<file path="src/rtl/watch_report_pkg.sv">
// Shared constants and state encoding for the watch time reporter.
package watch_report_pkg;

    localparam logic [7:0] ASCII_ZERO  = 8'h30;
    localparam logic [7:0] ASCII_COLON = 8'h3A;
    localparam logic [7:0] ASCII_DOT   = 8'h2E;
    localparam logic [7:0] ASCII_CR    = 8'h0D;
    localparam logic [7:0] ASCII_LF    = 8'h0A;

    localparam int FRAME_LEN_FULL  = 13;
    localparam int FRAME_LEN_SHORT = 10;

    typedef enum logic [1:0] {
        IDLE    = 2'd0,
        CONVERT = 2'd1,
        SEND    = 2'd2
    } state_t;

endpackage

</file>
<file path="src/rtl/bin2bcd_99.sv">
// Two-digit binary to BCD converter; inputs above 99 saturate to 99.
module bin2bcd_99 (
    input  logic [6:0] i_bin,
    output logic [3:0] o_tens,
    output logic [3:0] o_ones
);

    function automatic logic [6:0] sat99(input logic [6:0] v);
        return (v > 7'd99) ? 7'd99 : v;
    endfunction

    logic [6:0] val;

    // Saturate first, then split into tens and ones.
    always_comb begin
        val    = sat99(i_bin);
        o_tens = 4'(val / 7'd10);
        o_ones = 4'(val % 7'd10);
    end

endmodule

</file>
<file path="src/rtl/watch_time_reporter.sv">
// Snapshots the watch time and streams it as "HH:MM:SS[.CC]\r\n" to a UART TX byte port.
module watch_time_reporter
    import watch_report_pkg::*;
#(
    parameter bit SEND_CSEC = 1'b1,
    parameter bit AUTO_SEC  = 1'b0
) (
    input  logic       clk,
    input  logic       reset,
    input  logic       i_report,
    input  logic [4:0] i_hour,
    input  logic [5:0] i_min,
    input  logic [5:0] i_sec,
    input  logic [6:0] i_msec,
    output logic [7:0] o_tx_data,
    output logic       o_tx_valid,
    input  logic       i_tx_ready,
    output logic       o_busy,
    output logic       o_overrun
);

    localparam logic [3:0] LAST_IDX = SEND_CSEC ? 4'(FRAME_LEN_FULL - 1)
                                                : 4'(FRAME_LEN_SHORT - 1);

    state_t     state_q, state_d;
    logic       pending_q, pending_d;
    logic       overrun_q, overrun_d;
    logic [3:0] idx_q, idx_d;
    logic [5:0] prev_sec_q, prev_sec_d;
    logic [4:0] hour_q, hour_d;
    logic [5:0] min_q, min_d;
    logic [5:0] sec_q, sec_d;
    logic [6:0] msec_q, msec_d;
    // Digit order: H10 H1 M10 M1 S10 S1 C10 C1
    logic [3:0] dig_q [8];
    logic [3:0] dig_d [8];
    logic [3:0] bcd   [8];

    logic       req;
    logic       xfer;
    logic       last_xfer;
    logic [3:0] byte_idx;
    logic [7:0] frame_byte;

    bin2bcd_99 u_bcd_hour (.i_bin({2'b00, hour_q}), .o_tens(bcd[0]), .o_ones(bcd[1]));
    bin2bcd_99 u_bcd_min  (.i_bin({1'b0, min_q}),   .o_tens(bcd[2]), .o_ones(bcd[3]));
    bin2bcd_99 u_bcd_sec  (.i_bin({1'b0, sec_q}),   .o_tens(bcd[4]), .o_ones(bcd[5]));
    bin2bcd_99 u_bcd_msec (.i_bin(msec_q),          .o_tens(bcd[6]), .o_ones(bcd[7]));

    assign req       = i_report | (AUTO_SEC & (i_sec != prev_sec_q));
    assign xfer      = (state_q == SEND) & i_tx_ready;
    assign last_xfer = xfer & (idx_q == LAST_IDX);

    // Control registers: state, pending flag, overrun pulse and byte index.
    always_ff @(posedge clk) begin
        if (!reset) begin
            state_q   <= IDLE;
            pending_q <= 1'b0;
            overrun_q <= 1'b0;
            idx_q     <= 4'd0;
        end else begin
            state_q   <= state_d;
            pending_q <= pending_d;
            overrun_q <= overrun_d;
            idx_q     <= idx_d;
        end
    end

    // Data registers: previous second, input snapshot and BCD digits (no reset needed).
    always_ff @(posedge clk) begin
        prev_sec_q <= prev_sec_d;
        hour_q     <= hour_d;
        min_q      <= min_d;
        sec_q      <= sec_d;
        msec_q     <= msec_d;
        dig_q      <= dig_d;
    end

    // Next-state logic: snapshot, conversion, byte stepping and request queuing.
    always_comb begin
        state_d    = state_q;
        pending_d  = pending_q;
        overrun_d  = 1'b0;
        idx_d      = idx_q;
        prev_sec_d = i_sec;
        hour_d     = hour_q;
        min_d      = min_q;
        sec_d      = sec_q;
        msec_d     = msec_q;
        dig_d      = dig_q;

        case (state_q)
            IDLE: begin
                if (req) begin
                    hour_d  = i_hour;
                    min_d   = i_min;
                    sec_d   = i_sec;
                    msec_d  = i_msec;
                    state_d = CONVERT;
                end
            end
            CONVERT: begin
                dig_d   = bcd;
                idx_d   = 4'd0;
                state_d = SEND;
                if (req) begin
                    if (pending_q) overrun_d = 1'b1;
                    else           pending_d = 1'b1;
                end
            end
            SEND: begin
                if (last_xfer) begin
                    idx_d = 4'd0;
                    if (pending_q | req) begin
                        // Back-to-back frame; a request arriving alongside an
                        // already pending one stays queued for the frame after.
                        hour_d    = i_hour;
                        min_d     = i_min;
                        sec_d     = i_sec;
                        msec_d    = i_msec;
                        state_d   = CONVERT;
                        pending_d = pending_q & req;
                    end else begin
                        state_d = IDLE;
                    end
                end else begin
                    if (xfer) idx_d = idx_q + 4'd1;
                    if (req) begin
                        if (pending_q) overrun_d = 1'b1;
                        else           pending_d = 1'b1;
                    end
                end
            end
            default: state_d = IDLE;
        endcase
    end

    // Byte mux: the short frame skips the ".CC" slots by remapping its tail.
    always_comb begin
        byte_idx = idx_q;
        if (!SEND_CSEC && (idx_q >= 4'd8)) byte_idx = idx_q + 4'd3;
        case (byte_idx)
            4'd0:    frame_byte = ASCII_ZERO + {4'b0000, dig_q[0]};
            4'd1:    frame_byte = ASCII_ZERO + {4'b0000, dig_q[1]};
            4'd2:    frame_byte = ASCII_COLON;
            4'd3:    frame_byte = ASCII_ZERO + {4'b0000, dig_q[2]};
            4'd4:    frame_byte = ASCII_ZERO + {4'b0000, dig_q[3]};
            4'd5:    frame_byte = ASCII_COLON;
            4'd6:    frame_byte = ASCII_ZERO + {4'b0000, dig_q[4]};
            4'd7:    frame_byte = ASCII_ZERO + {4'b0000, dig_q[5]};
            4'd8:    frame_byte = ASCII_DOT;
            4'd9:    frame_byte = ASCII_ZERO + {4'b0000, dig_q[6]};
            4'd10:   frame_byte = ASCII_ZERO + {4'b0000, dig_q[7]};
            4'd11:   frame_byte = ASCII_CR;
            4'd12:   frame_byte = ASCII_LF;
            default: frame_byte = 8'h00;
        endcase
    end

    assign o_tx_valid = (state_q == SEND);
    assign o_tx_data  = o_tx_valid ? frame_byte : 8'h00;
    assign o_busy     = (state_q != IDLE);
    assign o_overrun  = overrun_q;

endmodule

</file>
<file path="config.mk">
export PLATFORM = sky130hd
export DESIGN_NAME = watch_time_reporter
export DESIGN_NICKNAME = d
export VERILOG_FILES = /design/src/rtl/watch_report_pkg.sv /design/src/rtl/bin2bcd_99.sv /design/src/rtl/watch_time_reporter.sv
export SDC_FILE = /design/constraint.sdc
export NUM_CORES = 1
export LEC_CHECK = 0
export BUFFER_PORTS_ARGS = -buffer_cell sky130_fd_sc_hd__buf_2
export CAP_MARGIN = 20
export CELL_PAD_IN_SITES_DETAIL_PLACEMENT = 1
export CELL_PAD_IN_SITES_GLOBAL_PLACEMENT = 2
export CORE_UTILIZATION = 38
export DETAILED_ROUTE_END_ITERATION = 6
export PLACE_DENSITY_LB_ADDON = 0.1
export SKIP_CTS_REPAIR_TIMING = 1
export SLEW_MARGIN = 20
export SYNTH_ARGS = -nofsm -noshare
export SYNTH_HDL_FRONTEND = slang
export SYNTH_SLANG_ARGS = --single-unit
</file>
<file path="constraint.sdc">
create_clock -name clk -period 4.5 [get_ports clk]
set_clock_uncertainty 0.1 [all_clocks]
set_input_delay 0.45 -clock clk [delete_from_list [all_inputs] [get_ports clk]]
set_output_delay 0.45 -clock clk [all_outputs]
set_load 0.01 [all_outputs]
</file>
==> metrics.txt <==
# TYPE chip_impl_metric gauge
chip_impl_metric{name="dr.pass1.iters",unit=""} 6
chip_impl_metric{name="drv.max_cap_violation_count",unit=""} 0
chip_impl_metric{name="place.detailed.hpwl",unit="mm"} 5.31
chip_impl_info{name="mostFrequentLayoutCell",value="sky130_fd_sc_hd__edfxtp_1"} 1
chip_impl_metric{name="synth_edf_count",unit=""} 52
chip_impl_metric{name="timing.final.max_slew_violations",unit=""} 0
chip_impl_metric{name="netlist_area",unit="sq mm"} 0.00349
chip_impl_metric{name="antenna_cells",unit=""} 0
chip_impl_metric{name="antenna_found_initial",unit=""} 0
chip_impl_metric{name="globalRouteMet1Util",unit="%"} 23.0
chip_impl_info{name="outcome",value="complete, but fails checks"} 1
chip_impl_metric{name="std_cell_rows",unit=""} 34
chip_impl_metric{name="final-setup-viol-count",unit=""} 0
chip_impl_metric{name="timing.final.crit_share",unit="%"} 90.6
chip_impl_metric{name="clk_latency",unit="ns"} 0.33
chip_impl_metric{name="first_pass_grt_wire_length",unit="mm"} 12.5
chip_impl_metric{name="drtIter0Drc",unit=""} 126
chip_impl_metric{name="ir_worst_vdd",unit="mV"} 0.222
chip_impl_metric{name="yosysWarningCount",unit=""} 0
chip_impl_info{name="postSynth.topFlopCell",value="sky130_fd_sc_hd__edfxtp_1"} 1
chip_impl_metric{name="relSlewSlack",unit="%"} 53.9
chip_impl_metric{name="grt_pass1_vias",unit=""} 2603
chip_impl_info{name="critPathCaptureType",value="register"} 1
chip_impl_metric{name="synthCells",unit=""} 347
chip_impl_metric{name="max_slew.worst_pin.slew",unit="ns"} 0.691
chip_impl_metric{name="final_cell_area",unit="sq mm"} 0.00392
chip_impl_metric{name="placement.cell_area",unit="sq mm"} 0.00373
chip_impl_info{name="worst_hold_startpoint",value="i_min[3]"} 1
chip_impl_metric{name="share_comb_of_total_power",unit="%"} 39.5
chip_impl_metric{name="critical_path_required",unit="ns"} 4.48
chip_impl_metric{name="p_int",unit="mW"} 1.48
chip_impl_metric{name="switchingPower",unit="uW"} 880
chip_impl_metric{name="achievable-frequency",unit="MHz"} 245
chip_impl_metric{name="route.vias.total",unit=""} 2621
chip_impl_metric{name="sw_frac_of_total",unit="%"} 37.3
chip_impl_metric{name="synth-seq-area-share",unit="%"} 49.4
chip_impl_metric{name="synth.avg_cell_area",unit="sq um"} 10.0
chip_impl_info{name="worstSetupStartpoint",value="msec_q[6]$_DFFE_PP_"} 1
chip_impl_metric{name="timing.critical_path.fanout_max",unit=""} 10
chip_impl_info{name="criticalPathCategory",value="reg2reg"} 1
chip_impl_info{name="unrepaired_setup_endpoints_after_global_routing",value="false"} 1
chip_impl_metric{name="syn2layout_area_growth",unit="%"} 12.3
chip_impl_metric{name="global_route_overflow",unit=""} 0
chip_impl_metric{name="ys_seq_elements",unit=""} 60
chip_impl_metric{name="layout_net_count",unit=""} 422
chip_impl_metric{name="grt.met3_usage",unit="%"} 4.22
chip_impl_metric{name="layout-drive-gt1-share",unit="%"} 16.2
chip_impl_metric{name="wire_per_inst",unit="um"} 14.8
chip_impl_metric{name="grt_max_degree",unit=""} 31
chip_impl_metric{name="wirelength",unit="mm"} 7.26
chip_impl_metric{name="coreArea",unit="sq mm"} 0.00881
chip_impl_metric{name="route.detailed.vias_per_inst",unit=""} 5.34
chip_impl_metric{name="worstPathArrival",unit="ns"} 4.05
chip_impl_info{name="most-common-layout-cells",value="52 x sky130_fd_sc_hd__edfxtp_1, 36 x sky130_fd_sc_hd__nor2_1, 36 x sky130_fd_sc_hd__buf_2"} 1
chip_impl_metric{name="postSynth.asyncResetShare",unit="%"} 0
chip_impl_info{name="ctsRootBufferMaster",value="sky130_fd_sc_hd__clkbuf_8"} 1
chip_impl_info{name="tritoncts",value="built"} 1
chip_impl_metric{name="io_pins",unit=""} 39
chip_impl_metric{name="routabilityCongestion",unit=""} 0.801
chip_impl_metric{name="share_seq_of_total_power",unit="%"} 41.5
chip_impl_metric{name="design.die.area",unit="sq mm"} 0.00956
chip_impl_metric{name="fin_setup_tns",unit="ns"} 0
chip_impl_info{name="worst_setup_start_kind",value="register"} 1
chip_impl_metric{name="antenna_violation_net_count_after_detailed_routing",unit=""} 0
chip_impl_metric{name="power.density",unit="mW/mm^2"} 603
chip_impl_metric{name="grtUsageMet2",unit="%"} 25.3
chip_impl_metric{name="floorplan.initialDensity",unit="%"} 39.6
chip_impl_metric{name="cts_made_buffers",unit=""} 9
chip_impl_metric{name="hold_viol",unit=""} 0
chip_impl_info{name="violations",value="design-rule violations"} 1
chip_impl_info{name="grt_most_used_layer",value="met2"} 1
chip_impl_metric{name="drc_errors",unit=""} 6
chip_impl_info{name="hold_path_class",value="in2reg"} 1
chip_impl_metric{name="io_buffers",unit=""} 36
chip_impl_metric{name="cts.sinks",unit=""} 60
chip_impl_metric{name="grt_usage",unit="%"} 16.6
chip_impl_metric{name="fillCellCount",unit=""} 1015
chip_impl_metric{name="finalCriticalPeriod",unit="ns"} 4.08
chip_impl_metric{name="synth.lib_cells_used.distinct",unit=""} 62
chip_impl_metric{name="floorplan.die.height",unit="um"} 97.8
chip_impl_metric{name="cts.path.max_buffers",unit=""} 2
chip_impl_info{name="r2r-start",value="msec_q[6]$_DFFE_PP_"} 1
chip_impl_metric{name="p_clk_share",unit="%"} 19.0
chip_impl_metric{name="count_of_h_tree_levels_built_during_cts",unit=""} 3
chip_impl_metric{name="dieWidth",unit="um"} 97.8
chip_impl_metric{name="total_leakage_power",unit="nW"} 1.50
chip_impl_metric{name="clkSlewWorstSetupHoldPaths",unit="ns"} 0.07
sequential cells by signal (all words and copies together) (netlist names):
register   count
byte_idx       4
hour_q         5
msec_q         7
sec_q          6
state_q        2
pending_q      1
o_overrun      1
dig_q         28
min_q          6
power groups by stage:
stage          sequential [mW]  clock, mW  combinational (mW)
2_1_floorplan            0.935          0               0.752
3_3_place_gp             0.990          0               0.918
3_5_place_dp             0.992          0               0.935
4_1_cts                  0.981      0.466               0.943
5_1_grt                   1.00      0.491                1.07
6_report                 0.980      0.449               0.932
logic make-up after synthesis:
family | after synthesis | synth area share (%)
flip-flops | 60 | 49.4
adder cells (fa/ha/maj) | 16 | 5.67
other | 1 | 0.108
multiplexers | 5 | 1.44
AND/OR/NAND/NOR | 111 | 15.4
XOR/XNOR | 10 | 2.51
buffers and inverters | 43 | 5.31
AO/OA/AOI/OAI | 101 | 20.1
metal layers:
metal / part of all wire, % / up-vias / wire length (um)
li1: - / 1338 / -
met1: 52 / 1232 / 3770
met2: 43 / 42 / 3130
met3: 3.3 / 9 / 236
met4: 1.8 / 0 / 127
met5: 0 / - / 0
per-stage QoR:
step	setup slack [ns]	util (%)	total power, mW	cells	hold slack, ns
6_report	0.422	44.5	2.36	491	0.191
5_1_grt	0.0291	44.5	2.56	491	0.163
4_1_cts	0.335	44.4	2.39	491	0.174
3_5_place_dp	0.371	42.4	1.93	476	0.336
3_3_place_gp	0.530	42.4	1.91	476	0.327
2_1_floorplan	0.823	-	1.69	348	0.317
critical path, stage by stage, from the launching register on:
cell and delay (ns):
sky130_fd_sc_hd__edfxtp_1 0.52, sky130_fd_sc_hd__nand2_1 0.17, sky130_fd_sc_hd__and2_1 0.19, sky130_fd_sc_hd__ha_1 0.24, sky130_fd_sc_hd__nand4b_1 0.11, sky130_fd_sc_hd__o311ai_0 0.17
sky130_fd_sc_hd__ha_1 0.27, sky130_fd_sc_hd__a21oi_2 0.22, sky130_fd_sc_hd__o32a_2 0.23, sky130_fd_sc_hd__inv_1 0.07, sky130_fd_sc_hd__a21boi_2 0.22, sky130_fd_sc_hd__o21ai_0 0.12
sky130_fd_sc_hd__a21oi_1 0.21, sky130_fd_sc_hd__ha_1 0.29, sky130_fd_sc_hd__inv_1 0.06, sky130_fd_sc_hd__a31o_1 0.20, sky130_fd_sc_hd__a211oi_2 0.31, sky130_fd_sc_hd__mux2i_1 0.12
layout make-up:
cell class	instances	area, sq um	area share (%)
Timing Repair Buffer	38	195	4.98
Clock inverter	6	56.3	1.44
Clock buffer	9	124	3.16
Inverter	25	93.8	2.40
Sequential cell	60	1720	44.0
Multi-Input combinational cell	245	1590	40.6
Tap cell	108	135	3.45
path summary, 6_finish.rpt:
path / endpoint / slack [ns] / cells after the start
worst max-delay path: dig_q[2]$_DFFE_PP_ / 0.42 / 17
worst max register to register: dig_q[2]$_DFFE_PP_ / 0.42 / 17
worst min-delay path: min_q[3]$_DFFE_PP_ / 0.19 / 1
worst min register to register: dig_q[16]$_DFFE_PP_ / 0.35 / 0
synth_stat cells, types with 5 or more instances:
library cell               instances  area, sq um
sky130_fd_sc_hd__a21oi_1          24          120
sky130_fd_sc_hd__a31oi_1           6         37.5
sky130_fd_sc_hd__nor3_1            6         30.0
sky130_fd_sc_hd__nand2_1          29          109
sky130_fd_sc_hd__mux2i_1           5         50.1
sky130_fd_sc_hd__inv_1            25         93.8
sky130_fd_sc_hd__o21ai_0          22          110
sky130_fd_sc_hd__dfxtp_1           8          160
sky130_fd_sc_hd__xnor2_1           7         61.3
sky130_fd_sc_hd__nor2_1           36          135
sky130_fd_sc_hd__ha_1             15          188
sky130_fd_sc_hd__clkbuf_1         12         45.0
sky130_fd_sc_hd__nand3_1           6         30.0
sky130_fd_sc_hd__edfxtp_1         52         1560
sky130_fd_sc_hd__nand2b_1          6         37.5
Power figures use the tool's default switching activity.
